**config.mk**
```make
export PLATFORM = sky130hd
export DESIGN_NAME = rrarb8
export DESIGN_NICKNAME = d
export VERILOG_FILES = /design/src/rtl/rrarb8.sv
export SDC_FILE = /design/constraint.sdc
export NUM_CORES = 1
export LEC_CHECK = 0
export BUFFER_PORTS_ARGS = -buffer_cell sky130_fd_sc_hd__buf_2
export CORE_MARGIN = 5
export CORE_UTILIZATION = 62
export DETAILED_ROUTE_END_ITERATION = 6
export PLACE_DENSITY = 0.85
export SYNTH_ARGS = -nofsm -noshare
export SYNTH_HDL_FRONTEND = slang
export SYNTH_SLANG_ARGS = --single-unit
```
**constraint.sdc**
```tcl
create_clock -name clk -period 8.08 [get_ports clk]
set_input_delay 1.616 -clock clk [delete_from_list [all_inputs] [get_ports clk]]
set_output_delay 1.616 -clock clk [all_outputs]
set_load 0.005 [all_outputs]
```
**src/rtl/rrarb8.sv**
```systemverilog
// Eight-requester round-robin arbiter with registered one-hot grant, binary code
// and a per-owner hold limit that forces re-arbitration when others are waiting.
module rrarb8 #(
   parameter int MAX_HOLD = 16
) (
   input  logic       clk,
   input  logic       rst_n,
   input  logic [7:0] req,
   output logic [7:0] gnt,
   output logic [2:0] gnt_code,
   output logic       gnt_valid
);

   localparam int CNT_W = (MAX_HOLD < 1) ? 1 : $clog2(MAX_HOLD + 1);
   localparam bit HOLD_EN = (MAX_HOLD > 0);
   localparam logic [CNT_W-1:0] HOLD_LAST = (MAX_HOLD > 0) ? CNT_W'(MAX_HOLD - 1) : {CNT_W{1'b0}};

   typedef enum logic [0:0] {
      ST_IDLE = 1'b0,
      ST_OWN  = 1'b1
   } state_t;

   state_t           state_r, state_s;
   logic [7:0]       gnt_r, gnt_s;
   logic [2:0]       code_r, code_s;
   logic             valid_r, valid_s;
   logic [2:0]       ptr_r, ptr_s;
   logic [CNT_W-1:0] hold_r, hold_s;

   logic [7:0]  cand_s;
   logic [15:0] dbl_s;
   logic [7:0]  rot_s;
   logic [2:0]  off_s;
   logic [2:0]  win_s;
   logic        found_s;
   logic        own_req_s;
   logic        limit_s;

   // Lowest set bit of an already-rotated mask; index is relative to the pointer.
   function automatic logic [2:0] lsb_index(input logic [7:0] v);
      logic [2:0] idx;
      casez (v)
         8'b???????1: idx = 3'd0;
         8'b??????10: idx = 3'd1;
         8'b?????100: idx = 3'd2;
         8'b????1000: idx = 3'd3;
         8'b???10000: idx = 3'd4;
         8'b??100000: idx = 3'd5;
         8'b?1000000: idx = 3'd6;
         8'b10000000: idx = 3'd7;
         default:     idx = 3'd0;
      endcase
      return idx;
   endfunction

   // Rotate-then-encode search: the doubled vector shifted by ptr puts ptr at bit 0.
   always_comb begin
      if (state_r == ST_OWN) begin
         cand_s = req & ~gnt_r;
      end else begin
         cand_s = req;
      end
      dbl_s     = {cand_s, cand_s} >> ptr_r;
      rot_s     = dbl_s[7:0];
      off_s     = lsb_index(rot_s);
      win_s     = off_s + ptr_r;
      found_s   = |cand_s;
      own_req_s = req[code_r];
      limit_s   = HOLD_EN && (hold_r == HOLD_LAST);
   end

   // Next-state and next-grant selection.
   always_comb begin
      state_s = state_r;
      gnt_s   = gnt_r;
      code_s  = code_r;
      ptr_s   = ptr_r;
      hold_s  = hold_r;
      case (state_r)
         ST_IDLE: begin
            if (found_s) begin
               state_s = ST_OWN;
               gnt_s   = 8'd1 << win_s;
               code_s  = win_s;
               ptr_s   = win_s + 3'd1;
               hold_s  = {CNT_W{1'b0}};
            end else begin
               state_s = ST_IDLE;
            end
         end
         ST_OWN: begin
            if (own_req_s && !limit_s) begin
               hold_s = hold_r + CNT_W'(1);
            end else if (found_s) begin
               gnt_s  = 8'd1 << win_s;
               code_s = win_s;
               ptr_s  = win_s + 3'd1;
               hold_s = {CNT_W{1'b0}};
            end else if (own_req_s) begin
               // Timed out with nobody else waiting: restart the hold, keep the pointer.
               hold_s = {CNT_W{1'b0}};
            end else begin
               state_s = ST_IDLE;
               gnt_s   = 8'd0;
               code_s  = 3'd0;
               hold_s  = {CNT_W{1'b0}};
            end
         end
         default: begin
            state_s = ST_IDLE;
            gnt_s   = 8'd0;
            code_s  = 3'd0;
            ptr_s   = 3'd0;
            hold_s  = {CNT_W{1'b0}};
         end
      endcase
      valid_s = |gnt_s;
   end

   // State, pointer, hold counter and registered outputs.
   always_ff @(posedge clk or negedge rst_n) begin
      if (!rst_n) begin
         state_r <= ST_IDLE;
         gnt_r   <= 8'd0;
         code_r  <= 3'd0;
         valid_r <= 1'b0;
         ptr_r   <= 3'd0;
         hold_r  <= {CNT_W{1'b0}};
      end else begin
         state_r <= state_s;
         gnt_r   <= gnt_s;
         code_r  <= code_s;
         valid_r <= valid_s;
         ptr_r   <= ptr_s;
         hold_r  <= hold_s;
      end
   end

   assign gnt       = gnt_r;
   assign gnt_code  = code_r;
   assign gnt_valid = valid_r;

endmodule
```
# Word level (Yosys, flattened, before mapping)
# Index checks and enable logic that the tools add are counted.
[op_classes]
eq_ne = 11
n_addsub = 3
order_cmp = 1
shift = 2
bitwise_logic = 3
muxes = 25
reduce_logical = 5
[ops]
columns = ["op", "count"]
rows = [
  ["2-to-1 mux 8 bit", 5],
  ["case mux 3 bit (7 select lines)", 1],
  ["2-to-1 mux 3 bit", 6],
  ["case mux 8 bit (2 select lines)", 1],
  ["OR reduction 8 bit", 2],
  [">> shifter 16 x 3 -> 8 bit", 1],
  ["case mux 3 bit (2 select lines)", 2],
  ["2-to-1 mux 5 bit", 2],
  ["case mux 5 bit (2 select lines)", 1],
  ["AND 8 bit", 1],
  ["== test 8 bit, second input constant", 1],
  ["NOT 8 bit", 1],
  ["<< shifter 1 x 3 -> 8 bit, first input constant", 1],
  ["== test 7 bit, second input constant", 1],
  ["== test 6 bit, second input constant", 1],
  ["adder 5 x 1 -> 5 bit, second input constant", 1],
  ["== test 5 x 4 -> 1 bit, second input constant", 1],
  ["== test 5 bit, second input constant", 1],
  ["2-to-1 mux 1 bit", 5],
  ["== test 4 bit, second input constant", 1],
  ["less-than comparator 3 x 4 -> 1 bit, second input constant", 1],
  ["inequality test 2 bit, second input constant", 2],
  ["adder 3 x 1 -> 3 bit, second input constant", 1],
  ["adder 3 bit", 1],
  ["9 further kinds", 9],
]
[word_totals]
register_bits = 21
output_inout_bits = 12
elab_cells = 56

# Depth between registers and ports, before layout
[logic_depth]
ltp_word = 12
mapped_depth = 20

# Worst setup path before layout
# No wires, ideal clock.
[synth_path]
path_type = "input to register"
from = "input req[6]"
to = "register valid_r, in the netlist gnt_valid"
required_ps = 7947
cell_stages = 15
slack_ps = 3342
n_path_buf = 0
t_arrival_ps = 4605
cell_sequence = "mux2i_1 > a21oi_1 > mux4_2 > nor2b_1 > o21ba_2 > o21ba_2 > nor2_1 > nor2_1 > ha_1 > fa_1 > inv_1 > ha_1 > or4_1 > nand4_1 > nand4b_1"
[synth_via]
elab_chain_cells = 11
[synth_rtl]
columns = ["item", "line_no", "rtl"]
rows = [
  ["from (decl)", "8", "input logic [7:0] req,"],
  ["AND 8 bit", "59", "cand_s = req & ~gnt_r;"],
  ["2-to-1 mux 8 bit", "58", "if (state_r == ST_OWN) begin"],
  [">> shifter 16 x 3 -> 8 bit", "63", "dbl_s = {cand_s, cand_s} >> ptr_r;"],
  ["== test 8 bit (tied with other cells)", "42", "casez (v)"],
  ["case mux 3 bit (7 select lines)", "42", ""],
  ["adder 3 bit", "66", "win_s = off_s + ptr_r;"],
  ["<< shifter 1 x 3 -> 8 bit", "83, 95", ""],
  ["2-to-1 mux 8 bit", "94", "end else if (found_s) begin"],
  ["2-to-1 mux 8 bit", "92", "if (own_req_s && !limit_s) begin"],
  ["case mux 8 bit (2 select lines) (*)", "79", "case (state_r)"],
  ["OR reduction 8 bit (*)", "117", "valid_s = |gnt_s;"],
  ["named net valid_s", "26", "logic valid_r, valid_s;"],
  ["to (signal assigned)", "133", "valid_r <= valid_s;"],
  ["to (decl)", "26", ""],
]
# Mark *: on every way through the listed nets, which the timed path passes. The rest lies on a longest branch. The select of a mux whose other input is x is not followed.
# A chain may end at the register's enable or synchronous reset.

# Worst setup path after layout
# Same ends and word-level chain as after synthesis.

==> impl_metrics.prom <==
# TYPE chip_impl_metric gauge
chip_impl_info{name="hold_path.class",value="flop to flop"} 1
chip_impl_metric{name="grt_start_max_net_pins",unit=""} 22
chip_impl_metric{name="dpl.hpwl",unit="um"} 3140
chip_impl_metric{name="design_area",unit="mm2"} 0.00184
chip_impl_metric{name="max_stage_delay",unit="ns"} 0.57
chip_impl_info{name="reg2reg_from",value="ptr_r[0]"} 1
chip_impl_metric{name="cts_htree_levels",unit=""} 1
chip_impl_metric{name="required",unit="ns"} 8.28
chip_impl_metric{name="rows",unit=""} 19
chip_impl_metric{name="arrival",unit="ns"} 5.14
chip_impl_metric{name="drive_gt1_frac",unit=""} 0.258
chip_impl_metric{name="drt_pre_antenna_iters",unit=""} 4
chip_impl_metric{name="floorplan.initialDensity",unit=""} 0.632
chip_impl_metric{name="ys_warn_count",unit=""} 0
chip_impl_metric{name="worst-slew-pin-transition",unit="ns"} 0.837
chip_impl_info{name="layout.cells.most_common_list",value="21 x sky130_fd_sc_hd__dfrtp_1, 21 x sky130_fd_sc_hd__buf_2, 15 x sky130_fd_sc_hd__nor2_1"} 1
chip_impl_metric{name="postRouteAntennaNets",unit=""} 0
chip_impl_metric{name="setup_viol",unit=""} 0
chip_impl_metric{name="worst-path-max-fanout",unit=""} 5
chip_impl_metric{name="synthAdderAreaFrac",unit=""} 0.0774
chip_impl_metric{name="yosys.area_share.xor_xnor",unit=""} 0.0197
chip_impl_info{name="critical-path-slowest-cell",value="sky130_fd_sc_hd__mux4_2"} 1
chip_impl_metric{name="route.final.wire_length",unit="um"} 4070
chip_impl_metric{name="number_of_synthesized_flops_with_an_enable_pin",unit=""} 0
chip_impl_metric{name="slew_headroom",unit=""} 0.440
chip_impl_metric{name="layout_min_cycle_time",unit="ns"} 4.94
chip_impl_metric{name="grtUsageTotal",unit=""} 0.218
chip_impl_info{name="timing.rr.end",value="gnt_valid"} 1
chip_impl_info{name="hold-path-endpoint",value="hold_r[4]"} 1
chip_impl_metric{name="finalNetCount",unit=""} 207
chip_impl_metric{name="num_vias",unit=""} 1439
chip_impl_metric{name="synth-seq-cells",unit=""} 21
chip_impl_info{name="min_from",value="hold_r[4]"} 1
chip_impl_metric{name="timing.setup.tns",unit="ns"} 0
chip_impl_metric{name="report.final.slew_viol_count",unit=""} 0
chip_impl_metric{name="n_diodes",unit=""} 0
chip_impl_metric{name="post-place-ws",unit="ns"} 2.84
chip_impl_metric{name="placed_area",unit="mm2"} 0.00182
chip_impl_info{name="setup.worst_path.class",value="input pin to flop"} 1
chip_impl_metric{name="postSynth.asyncResetShare",unit=""} 1.00
chip_impl_metric{name="total_number_of_clock_tree_sinks",unit=""} 21
chip_impl_metric{name="postLayoutSetupSlackWorst",unit="ns"} 3.14
chip_impl_info{name="synth_top_family_by_area",value="multiplexers"} 1
chip_impl_metric{name="multiplexer_fraction_of_the_synthesized_cell_area",unit=""} 0.232
chip_impl_metric{name="synth-compound-area-share",unit=""} 0.142
chip_impl_metric{name="postSynthNetCount",unit=""} 187
chip_impl_metric{name="drt_wl_cell",unit="um"} 18.8
chip_impl_metric{name="maxCapViolCount",unit=""} 0
chip_impl_metric{name="syn_to_final_growth",unit="%"} 7.67
chip_impl_metric{name="grt_antenna_before_repair",unit=""} 0
chip_impl_metric{name="port_buffers",unit=""} 21
chip_impl_metric{name="synthSimpleGateAreaFrac",unit=""} 0.182
chip_impl_metric{name="vias_per_cell",unit=""} 6.63
chip_impl_metric{name="holdPathStages",unit=""} 2
chip_impl_metric{name="worstSetupPathDepth",unit=""} 16
chip_impl_metric{name="clk_latency",unit="ns"} 0.31
chip_impl_info{name="status",value="finished clean"} 1
chip_impl_info{name="cts_tree",value="built"} 1
chip_impl_metric{name="post_synth.cell_area_avg",unit="um2"} 10.3
chip_impl_metric{name="worst_path_clk_slew",unit="ns"} 0.12
chip_impl_info{name="crit_path_end_kind",value="flop"} 1
chip_impl_metric{name="postSynthCellCount",unit=""} 167
chip_impl_metric{name="route.detailed.drc",unit=""} 0
chip_impl_info{name="unrepaired_setup_endpoints_after_global_routing",value="false"} 1
chip_impl_metric{name="first_global_vias",unit=""} 1379
chip_impl_metric{name="globalRoute.totalOverflow",unit=""} 0
chip_impl_metric{name="syn-cell-area",unit="mm2"} 0.00171
chip_impl_metric{name="final_min_period_over_clock_period",unit=""} 0.611
chip_impl_metric{name="cts-buffers-inserted",unit=""} 3
chip_impl_metric{name="depth_of_the_worst_register_to_register_path",unit=""} 15
chip_impl_metric{name="postCtsSetupBuffers",unit=""} 0
chip_impl_info{name="root_buffer",value="sky130_fd_sc_hd__clkbuf_4"} 1
chip_impl_metric{name="first_iteration_detailed_routing_drc_count",unit=""} 185
chip_impl_metric{name="finalClockSkew",unit="ns"} 0.0120
chip_impl_metric{name="synth_sequential_area_ratio",unit=""} 0.307
chip_impl_metric{name="grt_pass1_wl",unit="um"} 6980
chip_impl_metric{name="cts_resized",unit=""} 0
chip_impl_metric{name="floorplan.core_area",unit="mm2"} 0.00271
chip_impl_metric{name="fp.dieArea",unit="mm2"} 0.00391
chip_impl_metric{name="hold_violations",unit=""} 0
chip_impl_info{name="setup.worst_path.start_class",value="input pin"} 1
chip_impl_metric{name="floorplan.die.height",unit="um"} 62.6
chip_impl_metric{name="place_congestion",unit=""} 0.916
chip_impl_metric{name="synth_cell_type_count",unit=""} 44
chip_impl_info{name="synth_top_cell_by_area",value="sky130_fd_sc_hd__dfrtp_1"} 1
chip_impl_info{name="cell_types_with_the_largest_area_share_after_synthesis",value="sky130_fd_sc_hd__dfrtp_1 31%, sky130_fd_sc_hd__mux4_2 13%, sky130_fd_sc_hd__ha_1 6.6%"} 1
chip_impl_metric{name="max_clock_freq",unit="MHz"} 203
chip_impl_info{name="cell_chain_of_the_critical_path",value="buf_2 -> mux2i_1 -> a21oi_1 -> mux4_2 -> nor2b_1 -> o21ba_2 -> o21ba_2 -> nor2_1 -> nor2_1 -> ha_1 -> fa_1 -> inv_1 -> ha_1 -> or4_1 -> nand4_1 -> nand4b_1"} 1
chip_impl_info{name="dominantRegCellSynth",value="sky130_fd_sc_hd__dfrtp_1"} 1
chip_impl_metric{name="timing.reg2reg.setup_slack",unit="ns"} 3.37
chip_impl_metric{name="cts_buffer_depth",unit=""} 2
chip_impl_metric{name="timing.hold.ws",unit="ns"} 0.498
chip_impl_metric{name="dieWidth",unit="um"} 62.6
chip_impl_metric{name="crit_buf_inv",unit=""} 2
chip_impl_metric{name="design.portCount",unit=""} 22
chip_impl_metric{name="yosys.area.top_type_share",unit=""} 0.307
chip_impl_metric{name="cts_hold_buf",unit=""} 0
chip_impl_info{name="critical-path-top-delay-family",value="simple AND/OR/NAND/NOR gates"} 1
-- kinds of logic (layout without fill, tap and decap cells) --
logic type      count (synthesis)  count (layout)
mux                            26              26
xor+xnor                        3               3
compound gates                 36              36
simple gates                   57              57
flops                          21              21
fa+ha+maj                      10              10
buf+inv                        14              33
-- worst max path at each step --
stage	slack (ns)	startpoint	to
after global routing	2.91	req[5]	gnt_valid
after CTS	3.17	req[6]	gnt_valid
final	3.14	req[6]	gnt_valid
after detailed placement	2.84	req[6]	gnt_valid
after global placement	2.97	req[6]	gnt_valid
after floorplan	3.34	req[6]	gnt_valid
-- worst reg2reg max path, delay by kind of cell (launching register included) --
| family | cells | cell delay, ns |
|---|---|---|
| muxes | 2 | 0.81 |
| AOI/OAI and AO/OA | 3 | 0.85 |
| adders and majority gates | 3 | 0.99 |
| DFF | 1 | 0.88 |
| buffers and inverters | 1 | 0.11 |
| and+or+nand+nor | 6 | 0.97 |
-- metal layers --
| metal | up-vias | global-route usage | routed length, um |
|---|---|---|---|
| met5 | - | 0 | 0 |
| met1 | 715 | 0.311 | 1770 |
| met2 | 48 | 0.347 | 1990 |
| met4 | 0 | 0.0531 | 44 |
| met3 | 5 | 0.0342 | 263 |
| li1 | 671 | - | - |
-- final cells by class --
class,instances,area (um2)
Clock buffer,4,26.3
Fill cell,216,866
Inverter,8,30.0
Multi-Input combinational cell,132,1120
Sequential cell,21,526
Tap cell,31,38.8
Timing Repair Buffer,21,105
-- per-stage QoR --
stage / utilization / instances
2_1_floorplan: - / 167
4_1_cts: 0.681 / 217
6_report: 0.681 / 217
3_3_place_gp: 0.671 / 213
5_1_grt: 0.681 / 217
3_5_place_dp: 0.671 / 213
-- sequential cells by signal, summed over array words and instances, names as in the netlist --
register / count
gnt: 8
gnt_code: 3
gnt_valid: 1
hold_r: 5
ptr_r: 3
state_r: 1
-- Yosys cell counts (2+ instances only) --
cell	number
sky130_fd_sc_hd__buf_6	2
sky130_fd_sc_hd__nand2_1	14
sky130_fd_sc_hd__o21ai_0	11
sky130_fd_sc_hd__nor2_1	15
sky130_fd_sc_hd__inv_1	7
sky130_fd_sc_hd__o21ba_2	2
sky130_fd_sc_hd__nor4_1	3
sky130_fd_sc_hd__a22o_1	5
sky130_fd_sc_hd__ha_1	9
sky130_fd_sc_hd__mux4_2	10
sky130_fd_sc_hd__mux2i_1	7
sky130_fd_sc_hd__mux2_1	2
sky130_fd_sc_hd__mux2_2	7
sky130_fd_sc_hd__buf_1	2
sky130_fd_sc_hd__dfrtp_1	21
sky130_fd_sc_hd__nor3_1	5
sky130_fd_sc_hd__nand2b_1	5
sky130_fd_sc_hd__a221oi_1	3
sky130_fd_sc_hd__a21oi_1	8
sky130_fd_sc_hd__nand3_1	5
Power is left out: the tool's default activity adds up to more than one toggle a clock period on the data nets, which glitch-free logic cannot reach.
